File: src/rtl/axis_dm_s2mm_lite_if.sv
// Bundle of every signal of the lite stream-to-memory data mover except clk/rst.
// The slave modport is the mover itself; the master modport is the command/data source and memory sink.
interface axis_dm_s2mm_lite_if #(
    parameter int C_M_AXIS_CMD_DATA_WIDTH = 73,
    parameter int C_M_AXIS_STS_DATA_WIDTH = 8,
    parameter int C_S_AXI_DATA_WIDTH      = 32,
    parameter int C_S_AXI_ADDR_WIDTH      = 32
);
    // command stream
    logic                               S_AXIS_CMD_TVALID;
    logic                               S_AXIS_CMD_TREADY;
    logic [C_M_AXIS_CMD_DATA_WIDTH-1:0] S_AXIS_CMD_TDATA;
    // status stream
    logic                               M_AXIS_STS_TVALID;
    logic                               M_AXIS_STS_TREADY;
    logic [C_M_AXIS_STS_DATA_WIDTH-1:0] M_AXIS_STS_TDATA;
    // data stream
    logic                               S_AXIS_DATA_TVALID;
    logic                               S_AXIS_DATA_TREADY;
    logic                               S_AXIS_DATA_TLAST;
    logic [C_S_AXI_DATA_WIDTH-1:0]      S_AXIS_DATA_TDATA;
    // memory write port
    logic                               mem_wr_en;
    logic                               mem_wr_ready;
    logic [C_S_AXI_ADDR_WIDTH-1:0]      mem_wr_addr;
    logic [C_S_AXI_DATA_WIDTH-1:0]      mem_wr_data;
    // observability
    logic [63:0]                        debug;

    modport slave (
        input  S_AXIS_CMD_TVALID,
        input  S_AXIS_CMD_TDATA,
        output S_AXIS_CMD_TREADY,
        output M_AXIS_STS_TVALID,
        output M_AXIS_STS_TDATA,
        input  M_AXIS_STS_TREADY,
        input  S_AXIS_DATA_TVALID,
        input  S_AXIS_DATA_TLAST,
        input  S_AXIS_DATA_TDATA,
        output S_AXIS_DATA_TREADY,
        output mem_wr_en,
        output mem_wr_addr,
        output mem_wr_data,
        input  mem_wr_ready,
        output debug
    );

    modport master (
        output S_AXIS_CMD_TVALID,
        output S_AXIS_CMD_TDATA,
        input  S_AXIS_CMD_TREADY,
        input  M_AXIS_STS_TVALID,
        input  M_AXIS_STS_TDATA,
        output M_AXIS_STS_TREADY,
        output S_AXIS_DATA_TVALID,
        output S_AXIS_DATA_TLAST,
        output S_AXIS_DATA_TDATA,
        input  S_AXIS_DATA_TREADY,
        input  mem_wr_en,
        input  mem_wr_addr,
        input  mem_wr_data,
        output mem_wr_ready,
        input  debug
    );
endinterface

File: src/rtl/axis_dm_s2mm_lite.sv
// Lite S2MM data mover: takes one command (BTT/EOF/ADDR/TAG), streams BTT/4 words to a memory
// write port at zero latency and returns one status byte. Ports: clk, rst, bus (slave modport).
module axis_dm_s2mm_lite #(
    parameter int C_M_AXIS_CMD_DATA_WIDTH = 73,
    parameter int C_M_AXIS_STS_DATA_WIDTH = 8,
    parameter int C_S_AXI_DATA_WIDTH      = 32,
    parameter int C_S_AXI_ADDR_WIDTH      = 32
) (
    input logic                 clk,
    input logic                 rst,
    axis_dm_s2mm_lite_if.slave  bus
);

    localparam logic [1:0] ST_IDLE = 2'd0;
    localparam logic [1:0] ST_XFER = 2'd1;
    localparam logic [1:0] ST_STS  = 2'd2;

    localparam int AW = C_S_AXI_ADDR_WIDTH;

    logic [1:0]    state_q, state_d;
    logic [AW-1:0] addr_q, addr_d;
    logic [20:0]   rem_q, rem_d;
    logic [3:0]    tag_q, tag_d;
    logic          eof_q, eof_d;
    logic          interr_q, interr_d;
    logic [15:0]   done_cnt_q, done_cnt_d;
    // Holds command ready low until the first clock edge after reset release.
    logic          live_q;

    // Command field decode
    logic [22:0]   cmd_btt;
    logic          cmd_eof;
    logic [31:0]   cmd_addr;
    logic [3:0]    cmd_tag;
    logic          cmd_bad;

    assign cmd_btt  = bus.S_AXIS_CMD_TDATA[22:0];
    assign cmd_eof  = bus.S_AXIS_CMD_TDATA[30];
    assign cmd_addr = bus.S_AXIS_CMD_TDATA[63:32];
    assign cmd_tag  = bus.S_AXIS_CMD_TDATA[67:64];
    assign cmd_bad  = (cmd_btt == 23'd0) || (cmd_btt[1:0] != 2'b00);

    logic unused_cmd_bits;
    assign unused_cmd_bits = ^{bus.S_AXIS_CMD_TDATA[C_M_AXIS_CMD_DATA_WIDTH-1:68],
                               bus.S_AXIS_CMD_TDATA[31],
                               bus.S_AXIS_CMD_TDATA[29:23]};

    // Handshakes
    logic cmd_ready;
    logic cmd_hs;
    logic data_ready;
    logic data_hs;
    logic sts_hs;

    assign cmd_ready  = live_q && (state_q == ST_IDLE);
    assign cmd_hs     = cmd_ready && bus.S_AXIS_CMD_TVALID;
    assign data_ready = (state_q == ST_XFER) && bus.mem_wr_ready;
    assign data_hs    = data_ready && bus.S_AXIS_DATA_TVALID;
    assign sts_hs     = (state_q == ST_STS) && bus.M_AXIS_STS_TREADY;

    // Next-state logic
    always_comb begin
        state_d    = state_q;
        addr_d     = addr_q;
        rem_d      = rem_q;
        tag_d      = tag_q;
        eof_d      = eof_q;
        interr_d   = interr_q;
        done_cnt_d = done_cnt_q;

        unique case (state_q)
            ST_IDLE: begin
                if (cmd_hs) begin
                    tag_d    = cmd_tag;
                    eof_d    = cmd_eof;
                    addr_d   = AW'(cmd_addr);
                    rem_d    = cmd_btt[22:2];
                    interr_d = cmd_bad;
                    state_d  = cmd_bad ? ST_STS : ST_XFER;
                end
            end
            ST_XFER: begin
                if (data_hs) begin
                    addr_d = addr_q + AW'(4);
                    rem_d  = rem_q - 21'd1;
                    if (rem_q == 21'd1) begin
                        // Final beat: TLAST must agree with the EOF request.
                        interr_d = eof_q ^ bus.S_AXIS_DATA_TLAST;
                        state_d  = ST_STS;
                    end else if (bus.S_AXIS_DATA_TLAST) begin
                        // Packet ended before the requested byte count.
                        interr_d = 1'b1;
                        state_d  = ST_STS;
                    end
                end
            end
            ST_STS: begin
                if (sts_hs) begin
                    done_cnt_d = done_cnt_q + 16'd1;
                    state_d    = ST_IDLE;
                end
            end
            default: begin
                state_d = ST_IDLE;
            end
        endcase
    end

    always_ff @(posedge clk or posedge rst) begin
        if (rst) begin
            state_q    <= ST_IDLE;
            addr_q     <= '0;
            rem_q      <= '0;
            tag_q      <= '0;
            eof_q      <= 1'b0;
            interr_q   <= 1'b0;
            done_cnt_q <= '0;
            live_q     <= 1'b0;
        end else begin
            state_q    <= state_d;
            addr_q     <= addr_d;
            rem_q      <= rem_d;
            tag_q      <= tag_d;
            eof_q      <= eof_d;
            interr_q   <= interr_d;
            done_cnt_q <= done_cnt_d;
            live_q     <= 1'b1;
        end
    end

    // Status byte {OKAY, SLVERR, DECERR, INTERR, TAG}; forced to zero outside STS so it
    // reads 0 in reset and is held stable by the registers while STS waits.
    logic [7:0] sts_byte;
    assign sts_byte = (state_q == ST_STS) ? {~interr_q, 2'b00, interr_q, tag_q} : 8'h00;

    // Outputs
    assign bus.S_AXIS_CMD_TREADY  = cmd_ready;
    assign bus.M_AXIS_STS_TVALID  = (state_q == ST_STS);
    assign bus.M_AXIS_STS_TDATA   = C_M_AXIS_STS_DATA_WIDTH'(sts_byte);
    assign bus.S_AXIS_DATA_TREADY = data_ready;
    assign bus.mem_wr_en          = data_hs;
    assign bus.mem_wr_addr        = addr_q;
    assign bus.mem_wr_data        = bus.S_AXIS_DATA_TDATA;
    assign bus.debug              = {23'd0, done_cnt_q, 2'b00, rem_q, state_q};

endmodule

File: src/flat_wrapper.sv
// flat-port wrapper written by rule: the top's interface ports become plain ports
module axis_dm_s2mm_lite_flat 
#(
    parameter int C_M_AXIS_CMD_DATA_WIDTH = 73,
    parameter int C_M_AXIS_STS_DATA_WIDTH = 8,
    parameter int C_S_AXI_DATA_WIDTH      = 32,
    parameter int C_S_AXI_ADDR_WIDTH      = 32
)
  (clk, rst, bus_S_AXIS_CMD_TVALID, bus_S_AXIS_CMD_TDATA, bus_S_AXIS_CMD_TREADY, bus_M_AXIS_STS_TVALID, bus_M_AXIS_STS_TDATA, bus_M_AXIS_STS_TREADY, bus_S_AXIS_DATA_TVALID, bus_S_AXIS_DATA_TLAST, bus_S_AXIS_DATA_TDATA, bus_S_AXIS_DATA_TREADY, bus_mem_wr_en, bus_mem_wr_addr, bus_mem_wr_data, bus_mem_wr_ready, bus_debug);
  axis_dm_s2mm_lite_if #(.C_M_AXIS_CMD_DATA_WIDTH(C_M_AXIS_CMD_DATA_WIDTH), .C_M_AXIS_STS_DATA_WIDTH(C_M_AXIS_STS_DATA_WIDTH), .C_S_AXI_DATA_WIDTH(C_S_AXI_DATA_WIDTH), .C_S_AXI_ADDR_WIDTH(C_S_AXI_ADDR_WIDTH)) bus_i ();
  input logic clk;
  input logic rst;
  input wire logic [$bits(bus_i.S_AXIS_CMD_TVALID)-1:0] bus_S_AXIS_CMD_TVALID;
  input wire logic [$bits(bus_i.S_AXIS_CMD_TDATA)-1:0] bus_S_AXIS_CMD_TDATA;
  output wire logic [$bits(bus_i.S_AXIS_CMD_TREADY)-1:0] bus_S_AXIS_CMD_TREADY;
  output wire logic [$bits(bus_i.M_AXIS_STS_TVALID)-1:0] bus_M_AXIS_STS_TVALID;
  output wire logic [$bits(bus_i.M_AXIS_STS_TDATA)-1:0] bus_M_AXIS_STS_TDATA;
  input wire logic [$bits(bus_i.M_AXIS_STS_TREADY)-1:0] bus_M_AXIS_STS_TREADY;
  input wire logic [$bits(bus_i.S_AXIS_DATA_TVALID)-1:0] bus_S_AXIS_DATA_TVALID;
  input wire logic [$bits(bus_i.S_AXIS_DATA_TLAST)-1:0] bus_S_AXIS_DATA_TLAST;
  input wire logic [$bits(bus_i.S_AXIS_DATA_TDATA)-1:0] bus_S_AXIS_DATA_TDATA;
  output wire logic [$bits(bus_i.S_AXIS_DATA_TREADY)-1:0] bus_S_AXIS_DATA_TREADY;
  output wire logic [$bits(bus_i.mem_wr_en)-1:0] bus_mem_wr_en;
  output wire logic [$bits(bus_i.mem_wr_addr)-1:0] bus_mem_wr_addr;
  output wire logic [$bits(bus_i.mem_wr_data)-1:0] bus_mem_wr_data;
  input wire logic [$bits(bus_i.mem_wr_ready)-1:0] bus_mem_wr_ready;
  output wire logic [$bits(bus_i.debug)-1:0] bus_debug;
  assign bus_i.S_AXIS_CMD_TVALID = bus_S_AXIS_CMD_TVALID;
  assign bus_i.S_AXIS_CMD_TDATA = bus_S_AXIS_CMD_TDATA;
  assign bus_S_AXIS_CMD_TREADY = bus_i.S_AXIS_CMD_TREADY;
  assign bus_M_AXIS_STS_TVALID = bus_i.M_AXIS_STS_TVALID;
  assign bus_M_AXIS_STS_TDATA = bus_i.M_AXIS_STS_TDATA;
  assign bus_i.M_AXIS_STS_TREADY = bus_M_AXIS_STS_TREADY;
  assign bus_i.S_AXIS_DATA_TVALID = bus_S_AXIS_DATA_TVALID;
  assign bus_i.S_AXIS_DATA_TLAST = bus_S_AXIS_DATA_TLAST;
  assign bus_i.S_AXIS_DATA_TDATA = bus_S_AXIS_DATA_TDATA;
  assign bus_S_AXIS_DATA_TREADY = bus_i.S_AXIS_DATA_TREADY;
  assign bus_mem_wr_en = bus_i.mem_wr_en;
  assign bus_mem_wr_addr = bus_i.mem_wr_addr;
  assign bus_mem_wr_data = bus_i.mem_wr_data;
  assign bus_i.mem_wr_ready = bus_mem_wr_ready;
  assign bus_debug = bus_i.debug;
  axis_dm_s2mm_lite #(.C_M_AXIS_CMD_DATA_WIDTH(C_M_AXIS_CMD_DATA_WIDTH), .C_M_AXIS_STS_DATA_WIDTH(C_M_AXIS_STS_DATA_WIDTH), .C_S_AXI_DATA_WIDTH(C_S_AXI_DATA_WIDTH), .C_S_AXI_ADDR_WIDTH(C_S_AXI_ADDR_WIDTH)) u_core (.clk(clk), .rst(rst), .bus(bus_i));
endmodule
File: config.mk
export PLATFORM = sky130hd
export DESIGN_NAME = axis_dm_s2mm_lite_flat
export DESIGN_NICKNAME = d
export VERILOG_FILES = /design/src/rtl/axis_dm_s2mm_lite_if.sv /design/src/rtl/axis_dm_s2mm_lite.sv /design/src/flat_wrapper.sv
export SDC_FILE = /design/constraint.sdc
export NUM_CORES = 1
export LEC_CHECK = 0
export ABC_AREA = 1
export BUFFER_PORTS_ARGS = -buffer_cell sky130_fd_sc_hd__buf_2
export CORE_AREA = 4 4 114 116
export CTS_BUF_LIST = sky130_fd_sc_hd__clkbuf_8 sky130_fd_sc_hd__clkbuf_16
export DETAILED_ROUTE_END_ITERATION = 10
export DIE_AREA = 0 0 118 120
export PLACE_DENSITY = 0.86
export SYNTH_ARGS = -nofsm -noshare
export SYNTH_HDL_FRONTEND = slang
export SYNTH_SLANG_ARGS = --single-unit
File: constraint.sdc
create_clock -name clk -period 3.16 [get_ports clk]
set_input_delay 0.474 -clock clk [delete_from_list [all_inputs] [get_ports clk]]
set_output_delay 0.474 -clock clk [all_outputs]
set_load 0.01 [all_outputs]
==> qor.tcl <==
set qor(num_antenna_cells) 0
set qor(count_of_final_max_slew_check_failures) 0
set qor(floorplan.io_pins) 252
set qor(finalHoldViolCount) 0
set qor(max-cap-violations) 0
set qor(synthesis.area_sq_mm) 0.00560
set qor(yosysSeqAreaShare_pct) 34.9
set qor(detail_route.wirelength_um) 15800
set qor(synth-edff-count) 0
set qor(timing.critical_path.arrival_ns) 2.62
set qor(cts.sink_count) 78
set qor(route.detailed.wl_per_inst_um) 14.2
set qor(die_y_um) 120
set qor(timing.hold.worst.class) {in -> async}
set qor(layout-area-overhead-vs-synth_pct) 16.2
set qor(cts-buffers-inserted) 9
set qor(fmax_mhz) 419
set qor(final_layout_size_suffix_gt1_share_pct) 19.6
set qor(post-route-period-util_pct) 75.5
set qor(vias_in_the_first_global_route) 5436
set qor(synth_flop_cell) {sky130_fd_sc_hd__dfrtp_1}
set qor(drt_iter0_markers) 510
set qor(ys_types) 37
set qor(status) {finished, final reports clean}
set qor(synth_cells) 852
set qor(hpwlAfterDp_um) 11700
set qor(core_area_sq_mm) 0.0119
set qor(slew_headroom_pct) 39.9
set qor(port-buffer-count) 147
set qor(drc_errors) 0
set qor(dr_total_vias) 5814
set qor(dieArea_sq_mm) 0.0142
set qor(power_leakage_nw) 3.38
set qor(clock_tree.htree_level_count) 3
set qor(critical_path.startpoint_type) {flop}
set qor(synth_warnings) 0
set qor(cts-hold-fix-buffers) 0
set qor(worst_skew_pair.late_latency_ns) 0.35
set qor(grt_first_pass_wirelength_um) 25300
set qor(ys_top_cells_by_area) {sky130_fd_sc_hd__dfrtp_1 (35%), sky130_fd_sc_hd__nand2_1 (15%), sky130_fd_sc_hd__nor2_1 (9.7%), sky130_fd_sc_hd__buf_4 (8.0%), sky130_fd_sc_hd__inv_1 (5.8%)}
set qor(ys_async_sr_fraction_pct) 100
set qor(cts_root_buffer) {sky130_fd_sc_hd__clkbuf_16}
set qor(synth_top_area_share_pct) 34.9
set qor(fp-row-count) 40
set qor(count_of_final_setup_violators) 0
set qor(path_class) {reg -> reg}
set qor(groute.usage.overall_pct) 21.8
set qor(slew_at_the_pin_closest_to_its_max_slew_limit_ns) 0.901
set qor(dp_worst_setup_slack_ns) 0.788
set qor(top_cell_type_by_total_area_after_synthesis) {sky130_fd_sc_hd__dfrtp_1}
set qor(cts.repair.resized) 0
set qor(die_w_um) 118
set qor(worst-path-max-fanout) 47
set qor(library_cell_with_the_highest_instance_count_after_synthesis) {sky130_fd_sc_hd__nand2_1}
set qor(setup-tns-final_ns) 0
set qor(syn_area_per_cell_sq_um) 6.57
set qor(finalClockSkew_ns) 0.00828
set qor(timing.critical_path.to_type) {flop}
set qor(start_util_pct) 47.0
set qor(max-clock-path-buffers) 2
set qor(largest_net_degree_at_the_start_of_global_routing) 52
set qor(initial_antenna_violation_count) 0
set qor(netlist_top_cells_count) {sky130_fd_sc_hd__nand2_1 (222), sky130_fd_sc_hd__nor2_1 (145), sky130_fd_sc_hd__inv_1 (87), sky130_fd_sc_hd__dfrtp_1 (78), sky130_fd_sc_hd__buf_4 (60)}
set qor(worst-endpoint-required_ns) 3.39
set qor(finalNetCount) 1079
set qor(clk_transition_reported_paths_ns) 0.06
set qor(ir_worst_vdd_mv) 0.582
set qor(gr-total-overflow) 0
set qor(min_period_ns) 2.38
set qor(tritoncts) {built}
set qor(grt_setup_unrepaired) {false}
set qor(place.gp.congestion) 0.887
set qor(setup_ws_ns) 0.776
set qor(post_drt_via_cell_ratio) 5.21
set qor(detail-route-antenna-nets) 0
set qor(yosys_register_bits) 78
set qor(drt-pass1-iter-count) 5
set qor(cts.repair_timing.setup_buffer_count) 0
set qor(cellPowerDensity_mw_per_mm2) 1010
## critical path: stages (launching register included)
cell                      delay [ns]
sky130_fd_sc_hd__dfrtp_1        0.35
sky130_fd_sc_hd__buf_4          0.36
sky130_fd_sc_hd__nor2_2         0.09
sky130_fd_sc_hd__nand3_2        0.20
sky130_fd_sc_hd__nand2_1        0.10
sky130_fd_sc_hd__nand2_1        0.14
sky130_fd_sc_hd__nor2_4         0.05
sky130_fd_sc_hd__inv_2          0.62
sky130_fd_sc_hd__nor2_1         0.08
sky130_fd_sc_hd__o21ai_0        0.21
sky130_fd_sc_hd__inv_1          0.06
## cell families (layout without fill, tap and decap cells)
family	after synthesis	after routing	synth area share [%]
simple gates	467	467	34.5
flops	78	78	34.9
xor+xnor	18	18	2.81
compound gates	109	109	10.4
other cells	2	28	0.134
fa+ha+maj	4	4	0.894
buf+inv	172	262	16.0
mux	2	2	0.402
## area by class of cell
class,count,area [sq um]
inverters,90,339
repair buffers,156,803
clock inverters,6,133
fillers,1141,5400
clock buffers,10,239
flip-flops and latches,78,1950
well taps,147,184
multi-input cells,628,2860
## metal layers
layer	GRT usage, %	vias to the layer above	wire, um
met5	0	-	0
met4	10.9	0	442
met3	4.38	34	1060
met2	38.0	267	7810
met1	25.6	2671	6480
li1	-	2842	-
## worst paths after layout
| kind | start | to | slack (ns) | cells past startpoint |
|---|---|---|---|---|
| worst min register to register | u_core.bus.mem_wr_addr[1]$_DFFE_PP0P_ | u_core.bus.mem_wr_addr[1]$_DFFE_PP0P_ | 0.50 | 2 |
| worst max register to register | u_core.state_q[0]$_DFFE_PP0P_ | u_core.bus.mem_wr_addr[12]$_DFFE_PP0P_ | 0.78 | 10 |
| worst min-delay path | rst | u_core.done_cnt_q[11]$_DFFE_PP0P_ | 0.29 | 2 |
| worst max-delay path | u_core.state_q[0]$_DFFE_PP0P_ | u_core.bus.mem_wr_addr[12]$_DFFE_PP0P_ | 0.78 | 10 |
| min in group clk | bus_S_AXIS_CMD_TDATA[30] | u_core.eof_q$_DFFE_PP0P_ | 0.35 | 2 |
| max in group asynchronous | rst | u_core.tag_q[2]$_DFFE_PP0P_ | 2.11 | 3 |
## registers in the layout (all words and copies together) (netlist names)
name	flops
u_core.bus.mem_wr_addr	32
u_core.done_cnt_q	16
u_core.eof_q	1
u_core.interr_q	1
u_core.live_q	1
u_core.rem_q	21
u_core.state_q	2
u_core.tag_q	4
## per-stage QoR
step / area, sq um / total power [mW] / hold slack (ns) / utilization, % / cells
floorplan: 5700 / 4.21 / 0.471 / - / 878
global placement: 6140 / 5.10 / 0.474 / 51.5 / 1099
detailed placement: 6140 / 5.21 / 0.479 / 51.5 / 1099
CTS: 6510 / 6.55 / 0.320 / 54.6 / 1115
global route: 6510 / 7.09 / 0.349 / 54.6 / 1115
finish: 6510 / 6.54 / 0.293 / 54.6 / 1115
## power breakdown
group / switching [mW] / total, mW / internal [mW]
clock network: 0.439 / 1.31 / 0.872
logic: 2.11 / 3.25 / 1.14
registers: 0.540 / 1.99 / 1.45
## layout by cell type, fill, tap and decap left out, types with 3 or more instances in the layout
cell / n
sky130_fd_sc_hd__dfrtp_1: 78
sky130_fd_sc_hd__nor2_2: 4
sky130_fd_sc_hd__inv_2: 3
sky130_fd_sc_hd__nand4_1: 13
sky130_fd_sc_hd__bufinv_16: 4
sky130_fd_sc_hd__ha_1: 4
sky130_fd_sc_hd__a21oi_1: 26
sky130_fd_sc_hd__inv_1: 86
sky130_fd_sc_hd__nor2_1: 145
sky130_fd_sc_hd__nand3b_1: 4
sky130_fd_sc_hd__nand2_1: 222
sky130_fd_sc_hd__xor2_1: 17
sky130_fd_sc_hd__nor3_1: 13
sky130_fd_sc_hd__clkbuf_16: 9
sky130_fd_sc_hd__nand3_1: 55
sky130_fd_sc_hd__buf_2: 147
sky130_fd_sc_hd__conb_1: 28
sky130_fd_sc_hd__or2_2: 3
sky130_fd_sc_hd__buf_4: 9
sky130_fd_sc_hd__o21ai_0: 57
sky130_fd_sc_hd__o21ai_1: 9
sky130_fd_sc_hd__o22ai_1: 9
No activity file was read; power rests on OpenSTA's default activity.
